**config.mk**
```make
export PLATFORM = sky130hd
export DESIGN_NAME = bin_to_bcd_seq
export DESIGN_NICKNAME = d
export VERILOG_FILES = /design/src/rtl/bin_to_bcd_seq.sv
export SDC_FILE = /design/constraint.sdc
export NUM_CORES = 1
export LEC_CHECK = 0
export ABC_AREA = 0
export BUFFER_PORTS_ARGS = -buffer_cell sky130_fd_sc_hd__buf_2
export CORE_MARGIN = 5
export CORE_UTILIZATION = 35
export DETAILED_ROUTE_END_ITERATION = 16
export GPL_TIMING_DRIVEN = 1
export PLACE_DENSITY = 0.55
export SYNTH_ARGS = -nofsm -noshare
export SYNTH_HDL_FRONTEND = slang
export SYNTH_SLANG_ARGS = --single-unit
```
**constraint.sdc**
```tcl
create_clock -name clk -period 1.4 [get_ports clk]
set_input_delay 0.28 -clock clk [delete_from_list [all_inputs] [get_ports clk]]
set_output_delay 0.28 -clock clk [all_outputs]
set_load 0.02 [all_outputs]
```
**src/rtl/bin_to_bcd_seq.sv**
```systemverilog
// Sequential binary-to-BCD converter (shift-add-3), one operand bit per clock.
// start/busy/done handshake; bcd/ovf hold their value until the next done pulse.
module bin_to_bcd_seq #(
    parameter int W = 8,
    parameter int D = 3
) (
    input  logic             clk,
    input  logic             rst,
    input  logic             start,
    input  logic [W-1:0]     bin,
    output logic             busy,
    output logic             done,
    output logic [4*D-1:0]   bcd,
    output logic             ovf
);

    // Handshake: start is honoured only when busy=0 (IDLE); the operand is captured
    // on that edge. done is a one-cycle pulse on which bcd/ovf are freshly valid.
    localparam int CW = $clog2(W + 1);

    typedef enum logic {
        IDLE  = 1'b0,
        SHIFT = 1'b1
    } state_t;

    state_t            state_q, state_d;
    logic [W-1:0]      bin_sh_q, bin_sh_d;
    logic [4*D-1:0]    scratch_q, scratch_d;
    logic              ovf_acc_q, ovf_acc_d;
    logic [CW-1:0]     cnt_q, cnt_d;
    logic [4*D-1:0]    bcd_q, bcd_d;
    logic              ovf_q, ovf_d;
    logic              done_q, done_d;

    logic [4*D-1:0]    adj;
    logic [4*D-1:0]    scratch_sh;
    logic [W-1:0]      bin_sh_sh;
    logic              shift_out;

    // Each digit corrected independently; no carry crosses a digit boundary.
    function automatic logic [4*D-1:0] add3_all(input logic [4*D-1:0] s);
        logic [4*D-1:0] r;
        r = s;
        for (int i = 0; i < D; i++) begin
            if (s[4*i +: 4] >= 4'd5) r[4*i +: 4] = s[4*i +: 4] + 4'd3;
        end
        return r;
    endfunction

    always_comb begin
        adj        = add3_all(scratch_q);
        shift_out  = adj[4*D-1];
        scratch_sh = {adj[4*D-2:0], bin_sh_q[W-1]};
        bin_sh_sh  = {bin_sh_q[W-2:0], 1'b0};
    end

    always_comb begin
        state_d   = state_q;
        bin_sh_d  = bin_sh_q;
        scratch_d = scratch_q;
        ovf_acc_d = ovf_acc_q;
        cnt_d     = cnt_q;
        bcd_d     = bcd_q;
        ovf_d     = ovf_q;
        done_d    = 1'b0;
        case (state_q)
            IDLE: begin
                if (start) begin
                    bin_sh_d  = bin;
                    scratch_d = '0;
                    ovf_acc_d = 1'b0;
                    cnt_d     = CW'(W);
                    state_d   = SHIFT;
                end
            end
            SHIFT: begin
                bin_sh_d  = bin_sh_sh;
                scratch_d = scratch_sh;
                ovf_acc_d = ovf_acc_q | shift_out;
                cnt_d     = cnt_q - CW'(1);
                if (cnt_q == CW'(1)) begin
                    bcd_d   = scratch_sh;
                    ovf_d   = ovf_acc_q | shift_out;
                    done_d  = 1'b1;
                    state_d = IDLE;
                end
            end
        endcase
    end

    always_ff @(posedge clk) begin
        if (rst) begin
            state_q   <= IDLE;
            bin_sh_q  <= '0;
            scratch_q <= '0;
            ovf_acc_q <= 1'b0;
            cnt_q     <= '0;
            bcd_q     <= '0;
            ovf_q     <= 1'b0;
            done_q    <= 1'b0;
        end else begin
            state_q   <= state_d;
            bin_sh_q  <= bin_sh_d;
            scratch_q <= scratch_d;
            ovf_acc_q <= ovf_acc_d;
            cnt_q     <= cnt_d;
            bcd_q     <= bcd_d;
            ovf_q     <= ovf_d;
            done_q    <= done_d;
        end
    end

    // busy is the FSM state itself, so it doubles as the state observation point.
    assign busy = (state_q == SHIFT);
    assign done = done_q;
    assign bcd  = bcd_q;
    assign ovf  = ovf_q;

endmodule

```
==> flow_results.org, run 1 <==
** Setup path
- Endpoint class of the critical path :: flop
- Reg2reg setup slack :: -0.0002 ns
- Counting both buffers and inverters, the worst setup path holds a total of 1.
- Along the worst path, the maximum fanout reaches 3.
- The slowest stage of the critical path belongs to the cell sky130_fd_sc_hd__dfxtp_2.
- By startpoint and endpoint, the worst setup path is classified as reg2reg.
- Arrival time of data at the critical path endpoint :: roughly 1.6 ns
- Stages on the worst setup path :: 6
- Cell Chain, Critical Path :: inv_4 -> ha_4 -> nand2b_4 -> a21o_1 -> mux2_4 -> o21ai_2
- Reg-to-reg critical path endpoint :: scratch_q[10]$_SDFFE_PP0P_
- The kind of cell with the highest combined delay along the critical path is flip-flops.
- STA classifies the critical path startpoint as a flop.
- In this design, the stage delay of the slowest critical-path cell is approximately 0.36 ns.
- Worst reg2reg startpoint :: scratch_q[9]$_SDFFE_PP0P_
- Data on the critical path is required at its endpoint by 1.62 ns.
- Depth of the worst register-to-register path :: 6

** Pwr
- Total leakage power :: 1.02 nW
- Maximum ir drop on the vdd rail :: 0.398 mV
- Total power divided by cell area :: around 900 nW/um^2

** Drt
- Total Routed Length :: 3.95 mm
- Post-DR vias/cell :: roughly 4.9
- After the first detailed-routing iteration, the DRC count stood at 54.
- Detailed-routing wirelength on met1 :: 1.87 mm
- In the detailed route, the total length drawn on met3 is just under 100 um.
- Once detail routing completed, the nets flagged for antenna violations numbered 0.
- Highest metal layer with signal wires :: met4
- Detailed-route wire length per cell :: around 13 um
- First-pass DRT Iterations :: 5
- DRC violation count after routing :: 0
- Total length of routed met2 wires :: between 1.5 and 2 mm
- DR vias :: 1,504

** Global route
- For this run the aggregate overflow at the end of global routing stands at 0.
- Via count of the first global-routing pass :: ~1,400
- Combined global-route utilization of all metal layers :: 12.5%
- Entering global routing, the biggest net connects 17 pins.
- The initial antenna violation count is 0.
- The first global-routing pass estimated roughly 6.5 mm of wire.

** Hold path
- WHS Path Cells :: 3
- Endpoint of the worst hold-timing path :: bin_sh_q[0]$_SDFFE_PP0P_
- In this run the worst hold path is classified as in2reg.
- Critical hold path startpoint :: bin[0]

** Synth
- Synth Area in XOR/XNOR :: between 1 and 1.5%
- Post-Synth Simple-Gate Area :: roughly 15%
- Synthesis inferred 40 register bits.
- The average instance in the mapped netlist occupies around 9.4 sq um.
- Synth Area in Adders :: 5.57%
- The synthesized netlist devotes approximately a fifth of its cell area to compound gates.
- Counting distinct cell types in the post-synthesis netlist gives 37.
- Largest family of logic cells by synthesized area :: compound AO/OA/AOI/OAI gates
- After synthesis, flip-flops and latches occupy 44.6% of the total area.
- The portion of synthesized area spent on multiplexers is 7.03%.
- The mapped netlist covers 1800 sq um.
- Total nets after synthesis :: 210
- Yosys printed 0 warnings.
- Number of standard cells after synthesis :: between 150 and 200

** STA
- The worst pin sits at a relative slew slack of between 60 and 70%.
- Total Neg Setup Slack :: -0.000226 ns
- Across the routed clock network, the largest skew measured is around 0.0032 ns.
- Achievable Freq :: 714 MHz
- After layout, the minimum clock period comes to around 1.4 ns.
- The worst path uses 100% of the clock period.
- Count of endpoints failing hold in the final timing report :: 0
- Final WS setup :: -0.000226 ns
- RSZ-0062 raised after global routing :: true
- Worst hold margin :: 0.288 ns
- Final setup violating endpoints :: 1
- The total count of max-transition violations in the final report is 0.
- At the pin with the least slew margin, the transition time is between 0.5 and 0.6 ns.

** Die
- Initial core utilization :: 35.6%
- The core region is around 5000 sq um.
- Width of the die :: around 80 um
- The floorplan step defined a die boundary enclosing approximately 6700 sq um.
- Die Y-Extent :: a little over 80 um
- Number of primary I/O pins :: 26
- Row generation in the floorplan step produced 26 rows.

** Cells and area
- The repair_antennas step left the layout with diodes totalling 0.
- Counting the fill cells in the layout gives roughly 470.
- Most common cell after layout, fill and taps aside :: sky130_fd_sc_hd__dfxtp_1
- The post-route netlist has between 40% and 50% of its cells at a drive strength greater than 1.
- Cells fill about half of the core in the end.
- Most used cells in the layout excluding fill and tap cells :: 30 x sky130_fd_sc_hd__dfxtp_1, 25 x sky130_fd_sc_hd__buf_2, 23 x sky130_fd_sc_hd__nor2_1, 23 x sky130_fd_sc_hd__buf_4, 17 x sky130_fd_sc_hd__a21oi_1
- Layout area overhead :: 38.7%
- In the final design database the tool counted between 200 and 300 nets.

** CTS
- The number of hold buffers added after CTS was 0.
- Worst-skew pair later-pin latency :: about 0.28 ns
- In this run the deepest clock path goes through 2 buffers.
- Clock-pin slew was measured on the worst setup and hold paths at 0.07 ns.
- Sink Count :: 40
- CTS built an H-tree with a depth of 2.
- TritonCTS built the clock tree.
- Number of buffers created by CTS :: 5
- The root buffer cell chosen for the clock tree is sky130_fd_sc_hd__clkbuf_8.

** Placed design
- Once detailed placement completed, the half-perimeter wirelength came to between 2 and 3 mm.
- At the end of routability-driven placement, the weighted congestion stood at 0.717.
- Before CTS, the worst setup slack after placement is -0.0540 ns.
- Buffers added on ports :: 25

** Run
- Max-cap check violation count :: 0

** Status
- The checks that failed: setup timing.
- Status :: finished with violations
==> Yosys cell counts, drive strengths merged <==
| cell | instances | area share (%) |
|---|---|---|
| ha | 8 | 5.6 |
| o21ai | 13 | 3.8 |
| a311oi | 1 | 0.49 |
| o21ba | 1 | 0.56 |
| o2bb2ai | 9 | 4.7 |
| o22ai | 1 | 0.35 |
| nand3 | 8 | 2.2 |
| mux2i | 10 | 5.6 |
| a31oi | 1 | 0.35 |
| mux2 | 2 | 1.5 |
| nand3b | 1 | 0.42 |
| nor2 | 24 | 5.2 |
| a21oi | 19 | 5.5 |
| nand2 | 1 | 0.35 |
| inv | 11 | 2.3 |
| buf | 7 | 2.7 |
| nor3b | 6 | 2.5 |
| nor3 | 8 | 2.9 |
| dfxtp | 40 | 45 |
| a32o | 3 | 1.7 |
| a211oi | 1 | 0.42 |
| xnor2 | 3 | 1.5 |
| nand2b | 5 | 1.7 |
| clkbuf | 2 | 0.42 |
| a22o | 4 | 1.9 |
| a21o | 2 | 0.84 |
==> routing by layer <==
| layer | up-vias | global-route usage (%) |
|---|---|---|
| met2 | 18 | 20.0 |
| met3 | 9 | 2.96 |
| li1 | 776 | - |
| met4 | 0 | 5.48 |
| met1 | 701 | 16.1 |
| met5 | - | 0 |
==> worst max path at each step <==
| stage | start | to | slack, ns |
|---|---|---|---|
| after floorplan | scratch_q[5]$_SDFFE_PP0P_ | scratch_q[6]$_SDFFE_PP0P_ | 0.006 |
| after global placement | scratch_q[5]$_SDFFE_PP0P_ | scratch_q[6]$_SDFFE_PP0P_ | -0.02 |
| after detailed placement | scratch_q[5]$_SDFFE_PP0P_ | scratch_q[6]$_SDFFE_PP0P_ | -0.05 |
| after CTS | scratch_q[8]$_SDFFE_PP0P_ | bcd[10]$_SDFFE_PP0P_ | 0.002 |
| after global routing | cnt_q[1]$_SDFFE_PP0P_ | bcd[10]$_SDFFE_PP0P_ | -0.04 |
| final | scratch_q[9]$_SDFFE_PP0P_ | scratch_q[10]$_SDFFE_PP0P_ | -0.0002 |
==> power by group <==
part	total [mW]	leakage (nW)	internal [mW]	switching [mW]
logic	0.229	0.638	0.101	0.128
clock network	0.817	0.0503	0.439	0.379
registers	1.19	0.329	1.17	0.0233
total	2.24	1.02	1.71	0.530
==> layout make-up <==
class / count / area, sq um / share of cell area (%)
multi-input cells: 131 / 1120 / 44.8
flip-flops and latches: 40 / 816 / 32.7
repair buffers: 51 / 332 / 13.3
clock buffers: 7 / 96.3 / 3.87
well taps: 70 / 87.6 / 3.51
inverters: 11 / 43.8 / 1.76
==> logic make-up (layout without fill, tap and decap cells) <==
family | after synthesis | after routing
adder cells (fa/ha/maj) | 8 | 8
XOR/XNOR | 3 | 3
flip-flops | 40 | 40
AO/OA/AOI/OAI | 55 | 55
multiplexers | 12 | 12
AND/OR/NAND/NOR | 53 | 53
buffers and inverters | 20 | 69
==> registers in the layout, indices dropped and copies added (netlist names) <==
signal and flops:
scratch_q 12, bcd 12, done 1, ovf_acc_q 1, busy 1, cnt_q 4, bin_sh_q 8, ovf 1
==> worst min-delay path, cell delays in order <==
cell,delay (ns)
sky130_fd_sc_hd__buf_2,0.07
sky130_fd_sc_hd__mux2i_1,0.05
sky130_fd_sc_hd__nor3_1,0.12
==> through the flow <==
stage	total power [mW]	area, sq um	instances
after detailed placement	1.43	2130	300
after global placement	1.42	2130	300
after global routing	2.34	2490	310
final	2.24	2490	310
after floorplan	1.35	1800	191
after CTS	2.25	2250	308
==> repair_timing <==
item,in CTS,in global routing
resized for setup,9,48
endpoints found under the setup margin,6,20
setup buffers,1,2
pin swaps,3,13
No activity file was read; power rests on OpenSTA's default activity.
==> run 2, diff against run 1 <==
--- a/config.mk
+++ b/config.mk
@@ -8,10 +8,10 @@
 export ABC_AREA = 0
 export BUFFER_PORTS_ARGS = -buffer_cell sky130_fd_sc_hd__buf_2
 export CORE_MARGIN = 5
-export CORE_UTILIZATION = 35
+export CORE_UTILIZATION = 25
 export DETAILED_ROUTE_END_ITERATION = 16
 export GPL_TIMING_DRIVEN = 1
-export PLACE_DENSITY = 0.55
+export PLACE_DENSITY = 0.43
 export SYNTH_ARGS = -nofsm -noshare
 export SYNTH_HDL_FRONTEND = slang
 export SYNTH_SLANG_ARGS = --single-unit
==> flow_results.org, run 2 (synthesized netlist as in run 1, its figures left out) <==
** CTS
- The longest clock path from root to sink contains 2 buffers.
- Worst-skew pair later-pin latency :: between 0.2 and 0.3 ns
- Sink Count :: 40
- Cell at the root of the clock tree :: sky130_fd_sc_hd__clkbuf_8
- The H-tree was split into 2 levels.
- Clock-pin slew of the registers on the worst-case setup and hold paths :: approximately 0.070 ns
- After clock tree synthesis, the flow added hold-fix buffers numbering 0.
- TritonCTS built the clock tree.
- Counting the buffers created by CTS gives 5.

** STA
- Count of endpoints failing hold in the final timing report :: 0
- On the final layout, the worst clock skew is approximately 0.0066 ns.
- Post-route clock period utilization :: 99.0%
- Final setup violating endpoints :: 0
- Total Neg Setup Slack :: 0 ns
- Subtracting the final worst setup slack from the clock period gives roughly 1.4 ns.
- The worst pin sits at a relative slew slack of around four fifths.
- Achievable Freq :: 721 MHz
- RSZ-0062 raised after global routing :: true
- Pins over their slew limit :: 0
- Transition at the pin with the smallest max-transition slack :: 0.309 ns
- Worst hold margin :: between 0.2 and 0.3 ns

** Placed design
- Dpl cells :: approximately 330
- Detailed placement ended at an HPWL of a little under 3 mm.
- Buffers added on ports :: 25
- The congestion estimate from routability-driven global placement came to 0.692.

** Global route
- The number of global-route vias before repair is roughly 1,400.
- Combined global-route utilization of all metal layers :: roughly a tenth
- Global-route wire length before repair :: just under 7 mm
- Entering global routing, the biggest net connects 21 pins.
- Antenna violations before repair :: 0
- For this run the aggregate overflow at the end of global routing stands at 0.

** Die
- In this run the core area contains 31 standard-cell rows.
- The floorplan step set the die height to ~95 um.
- Width of the die :: about 95 um
- Area enclosed by the die boundary :: about 9000 sq um
- Number of primary I/O pins :: 26
- The total area inside the core boundary comes to 7140 sq um.
- Initial core utilization :: ~25%

** Setup path
- Stages on the worst setup path :: 7
- On the critical path the largest part of the delay comes from simple AND/OR/NAND/NOR gates.
- At the worst endpoint, the required time is 1.57 ns.
- Endpoint class of the critical path :: flop
- Buffers and inverters on the worst path :: 2
- The worst setup path is launched from a flop.
- Across all register-to-register paths, the minimum setup slack is roughly 0.014 ns.
- Category of the critical setup timing path :: reg2reg
- Worst reg2reg startpoint :: cnt_q[1]$_SDFFE_PP0P_
- Depth of the worst register-to-register path :: 7
- Reg-to-reg critical path endpoint :: bcd[0]$_SDFFE_PP0P_
- Of all nets on the critical path, the largest fanout is 6.
- The largest single stage delay on the critical path is 0.33 ns.
- Startpoint of the most critical setup path :: cnt_q[1]$_SDFFE_PP0P_
- Critical-path cell with the highest stage delay :: sky130_fd_sc_hd__dfxtp_2
- Data arrives at the worst endpoint at 1.56 ns.
- In this run the worst setup path terminates at bcd[0]$_SDFFE_PP0P_.
- Cell Chain, Critical Path :: inv_2 -> ha_4 -> nand2_4 -> nor3_4 -> nor2_2 -> buf_6 -> a22o_1

** Cells and area
- Leaving out fill and tap cells, the most frequent cell in the layout is sky130_fd_sc_hd__dfxtp_1.
- Of the cells placed in the final design, the portion with a size suffix greater than 1 is a little under 40%.
- Antenna diode instance count :: 0
- Final core area utilization :: roughly 33%
- Filler-free cell count of the finished design :: approximately 340
- In the final design database the tool counted between 200 and 300 nets.
- The area growth from synthesis to layout is 32.2%.
- The library cells used most frequently in the layout, excluding fill and tap cells, are 32 x sky130_fd_sc_hd__dfxtp_1, 25 x sky130_fd_sc_hd__buf_2, 23 x sky130_fd_sc_hd__nor2_1, 23 x sky130_fd_sc_hd__buf_4, 18 x sky130_fd_sc_hd__a21oi_1.
- The filler cells instantiated in the layout total 782.

** Pwr
- Maximum ir drop on the vdd rail :: approximately 0.38 mV
- Internal power comes to 1.67 mW.
- Of the total power, registers draw 53.8%.
- Portion of total power attributed to the clock network :: between 30% and 40%
- Summed over all nets, the switching power comes to ~0.54 mW.
- In this run the static leakage power is between 0.9 and 1 nW.
- Net switching is 24.5% of the power.
- In this run the power density over the cells is 930 nW/um^2.
- Combinational share of power :: a little over a tenth

** Drt
- Post-DR vias/cell :: between 4 and 5
- First-pass DRT Iterations :: 6
- DRC marker count from the first detailed-route iteration :: 54
- Antenna violation net count after detailed routing :: 0
- Total Routed Length :: between 4 and 5 mm
- Detailed-route wire length per cell :: roughly 12 um
- In the routed design, unresolved DRC markers number 0.
- DR vias :: ~1,500

** Run
- Max-cap check violation count :: 0

** Status
- Status :: finished clean

** Hold path
- Tightest Hold Check Type :: in2reg
run 2: cell types whose count changed in the layout (fill, tap and decap cells not counted), moves of 2 or more:
cell                        before  now
sky130_fd_sc_hd__clkbuf_1        0    2
sky130_fd_sc_hd__o2bb2ai_1       0    6
sky130_fd_sc_hd__o2bb2ai_2       5    3
sky130_fd_sc_hd__o21ai_0         8   10
sky130_fd_sc_hd__buf_6           3    1
sky130_fd_sc_hd__ha_2            3    5
sky130_fd_sc_hd__o21ai_2         3    1
sky130_fd_sc_hd__ha_4            3    1
sky130_fd_sc_hd__dfxtp_1        30   32
sky130_fd_sc_hd__o2bb2ai_4       4    0
run 2: worst reg2reg max path, cell delays in order, from the launching register on:
cell,delay [ns]
sky130_fd_sc_hd__dfxtp_2,0.33
sky130_fd_sc_hd__inv_2,0.07
sky130_fd_sc_hd__ha_4,0.14
sky130_fd_sc_hd__nand2_4,0.05
sky130_fd_sc_hd__nor3_4,0.25
sky130_fd_sc_hd__nor2_2,0.09
sky130_fd_sc_hd__buf_6,0.14
sky130_fd_sc_hd__a22o_1,0.20
run 2: routing by layer:
metal	share of wire, %	vias to the layer above	GRT usage [%]	wire length, um
met5	0	-	0	0
met4	0.93	0	3.25	38
met3	3.2	5	2.71	133
met2	45	25	15.6	1860
met1	50	666	13.2	2060
li1	-	774	-	-
run 2: layout make-up:
type	count	area [sq um]	share of cell area, %
Timing Repair Buffer	49	309	13.0
Clock buffer	8	90.1	3.79
Tap cell	99	124	5.21
Inverter	11	41.3	1.74
Multi-Input combinational cell	131	1000	42.1
Sequential cell	40	811	34.1
run 2: what timing repair did:
action,4_1_cts,5_1_grt
gates resized for setup,5,28
endpoints found under the setup margin,6,17
pin swaps,2,10
setup buffers,0,2
run 2: stage by stage:
step | setup slack, ns | instance area [sq um] | total power, mW
2_1_floorplan | 0.00621 | 1800 | 1.35
3_3_place_gp | -0.0209 | 2150 | 1.43
3_5_place_dp | -0.0456 | 2150 | 1.43
4_1_cts | 0.00170 | 2250 | 2.24
5_1_grt | -0.0604 | 2380 | 2.35
6_report | 0.0138 | 2380 | 2.21
run 2: worst min-delay path by stage:
stage,startpoint,end,slack (ns),depth (start not counted)
CTS,bin[0],bin_sh_q[0]$_SDFFE_PP0P_,0.28,3
detailed placement,bcd[4]$_SDFFE_PP0P_,bcd[4]$_SDFFE_PP0P_,0.44,1
global placement,bcd[9]$_SDFFE_PP0P_,bcd[9]$_SDFFE_PP0P_,0.44,1
finish,bin[0],bin_sh_q[0]$_SDFFE_PP0P_,0.29,3
global route,rst,scratch_q[7]$_SDFFE_PP0P_,0.32,2
floorplan,bin_sh_q[0]$_SDFFE_PP0P_,bin_sh_q[1]$_SDFFE_PP0P_,0.45,2
run 2: power groups by stage:
stage	Sequential (mW)	Clock (mW)	Combinational, mW
detailed placement	1.21	0	0.221
global route	1.19	0.892	0.263
global placement	1.21	0	0.221
floorplan	1.21	0	0.137
finish	1.19	0.789	0.231
CTS	1.19	0.835	0.222
==> run 3, diff against run 2 <==
--- a/config.mk
+++ b/config.mk
@@ -6,7 +6,7 @@
 export NUM_CORES = 1
 export LEC_CHECK = 0
 export ABC_AREA = 0
-export BUFFER_PORTS_ARGS = -buffer_cell sky130_fd_sc_hd__buf_2
+export BUFFER_PORTS_ARGS = -buffer_cell sky130_fd_sc_hd__buf_4
 export CORE_MARGIN = 5
 export CORE_UTILIZATION = 25
 export DETAILED_ROUTE_END_ITERATION = 16
==> constraint.sdc (replaced) <==
create_clock -name clk -period 1.25 [get_ports clk]
set_input_delay 0.25 -clock clk [delete_from_list [all_inputs] [get_ports clk]]
set_output_delay 0.25 -clock clk [all_outputs]
set_load 0.02 [all_outputs]
==> flow_results.org, run 3 (synthesized netlist as in run 1, its figures left out) <==
** Status
- Status :: finished with violations
- The checks that failed: setup timing.

** Setup path
- Arrival time of data at the critical path endpoint :: about 1.6 ns
- Grouping stages by cell kind, the critical path spends the most delay in flip-flops.
- Cell Chain, Critical Path :: inv_4 -> ha_4 -> nand2b_4 -> a21o_1 -> mux2_4 -> o21ai_2
- Worst-path maximum fanout :: 3
- The number of buffers and inverters on the critical path is 1.
- Delay of the slowest cell on the worst path :: ~0.36 ns
- Critical path data required time :: roughly 1.5 ns
- Depth of the worst register-to-register path :: 6
- Category of the critical setup timing path :: reg2reg
- Setup crit start kind :: flop
- The critical path runs through a total of 6 cells.
- On the critical path, the stage with the largest delay is an instance of sky130_fd_sc_hd__dfxtp_2.
- Endpoint class of the critical path :: flop

** STA
- The smallest clock period supported by the final layout is computed as ~1.3 ns.
- Count of endpoints failing hold in the final timing report :: 0
- Headroom to the max-slew limit came out at around four fifths.
- Worst clock skew :: around 0.0046 ns
- Final setup violating endpoints :: 12
- Achievable Freq :: roughly 740 MHz
- Final WS setup :: -0.0932 ns
- RSZ-0062 raised after global routing :: true
- After layout, the worst path uses 107% of the clock period.
- Pins over their slew limit :: 0
- At the pin with the least slew margin, the transition time is 0.321 ns.
- In the final timing run, aggregate negative setup slack is -0.754 ns.

** Drt
- Summed over all layers, the routed wires come to about 4.4 mm.
- After detailed routing, the average wire length per cell comes to 12.7 um.
- Highest metal layer with signal wires :: met4
- For this run, design rule violations remaining after detail routing come to 0.
- DR vias :: between 1,500 and 2,000
- Detailed routing placed a total of 185 um of wire on met3.
- The detail route stage leaves a number of antenna-violating nets equal to 0.
- Detailed-routing wirelength on met1 :: between 2 and 2.5 mm
- After detailed routing, the number of vias per cell comes to 4.41.
- DRC marker count from the first detailed-route iteration :: 34
- Total length of routed met2 wires :: ~2.0 mm
- The first detailed-routing pass ran for 4 iterations.

** CTS
- Sink Count :: 40
- Cell at the root of the clock tree :: sky130_fd_sc_hd__clkbuf_8
- Number of buffers on the longest clock path :: 2
- TritonCTS built the clock tree.
- Clock-pin slew of the registers on the worst-case setup and hold paths :: ~0.080 ns
- At the later pin of the worst-skew pair, clock insertion delay measures around 0.29 ns.
- In this run the number of H-tree levels came out at 2.
- Number of buffers created by CTS :: 5

** Hold path
- The worst hold path passes through 2 cells.
- The path class of the tightest hold or removal check is in2reg.

** Cells and area
- Most used cells in the layout excluding fill and tap cells :: 50 x sky130_fd_sc_hd__buf_4, 31 x sky130_fd_sc_hd__dfxtp_1, 22 x sky130_fd_sc_hd__nor2_1, 16 x sky130_fd_sc_hd__a21oi_1, 9 x sky130_fd_sc_hd__mux2i_1
- Layout cells sized above 1 :: between 40% and 50%
- Compared with the post-synthesis result, the final layout area differs by 47.5%.
- Antenna diode instance count :: 0
- Final layout net count :: around 260
- Final core area utilization :: a little under two fifths
- The library cell used most frequently in the layout, excluding fill and tap cells, is sky130_fd_sc_hd__buf_4.

** Die
- Die Y-Extent :: between 90 and 100 um
- Rows :: 31
- Initial core utilization :: roughly a quarter
- Area enclosed by the die boundary :: 8980 sq um
- Placeable core region :: 7140 sq um
- Number of primary I/O pins :: 26
- Width of the die :: 94.8 um

** Pwr
- For this design the ratio of total power to cell area is about 950 nW/um^2.
- The completed layout was analyzed and its total power is 2.51 mW.
- For this design the static power due to leakage is between 1 and 1.5 nW.
- Maximum ir drop on the vdd rail :: 0.520 mV

** Placed design
- Placer congestion estimate :: 0.719
- Dpl ws :: -0.130 ns
- Detailed placement finished with a half-perimeter wire length of between 3 and 4 mm.
- Buffers added on ports :: 25

** Global route
- Via count of the first global-routing pass :: 1,588
- Largest net degree at the start of global routing :: 16
- Antenna violations before repair :: 0
- Total global routing overflow :: 0
- Global routing consumed, over all layers together, a little over a tenth of the routing resources.
- Global-route wire length before repair :: ~7.6 mm

** Run
- Max-cap check violation count :: 0
-- run 3: cell count changes in the layout (fill, tap and decap cells not counted), sizes merged --
cell  delta
buf      +7
-- run 3: report_power, final --
| part | switching, mW | leakage [nW] | internal, mW |
|---|---|---|---|
| registers | 0.0304 | 0.330 | 1.30 |
| clock network | 0.433 | 0.0455 | 0.451 |
| logic | 0.155 | 0.670 | 0.144 |
-- run 3: layer usage --
layer / vias up / global-route usage [%]
li1: 787 / -
met4: 0 / 2.88
met3: 2 / 3.19
met5: - / 0
met2: 27 / 16.7
met1: 704 / 14.5
-- run 3: timing repair --
action / CTS / global route
setup endpoints to repair: 22 / 27
buffers inserted: 1 / 2
gates resized for setup: 19 / 20
pin swaps: 12 / 9
hold buffers: 0 / 0
-- run 3: final cells by class --
class / count / area (sq um)
Multi-Input combinational cell: 131 / 1120
Timing Repair Buffer: 56 / 443
Clock buffer: 8 / 90.1
Inverter: 11 / 48.8
Sequential cell: 40 / 822
Fill cell: 757 / 4490
Tap cell: 99 / 124
-- run 3: worst paths after layout --
check,from,to,slack (ns)
worst min-delay path,rst,cnt_q[1]$_SDFFE_PP0P_,0.24
worst max register to register,scratch_q[9]$_SDFFE_PP0P_,scratch_q[10]$_SDFFE_PP0P_,-0.09
worst min register to register,bcd[9]$_SDFFE_PP0P_,bcd[9]$_SDFFE_PP0P_,0.47
worst max-delay path,scratch_q[9]$_SDFFE_PP0P_,scratch_q[10]$_SDFFE_PP0P_,-0.09
-- run 3: stage by stage --
stage / cell area (sq um) / instances / hold slack [ns]
finish: 2650 / 345 / 0.238
global route: 2650 / 345 / 0.248
CTS: 2550 / 344 / 0.239
detailed placement: 2390 / 335 / 0.449
global placement: 2390 / 335 / 0.450
floorplan: 1920 / 191 / 0.445
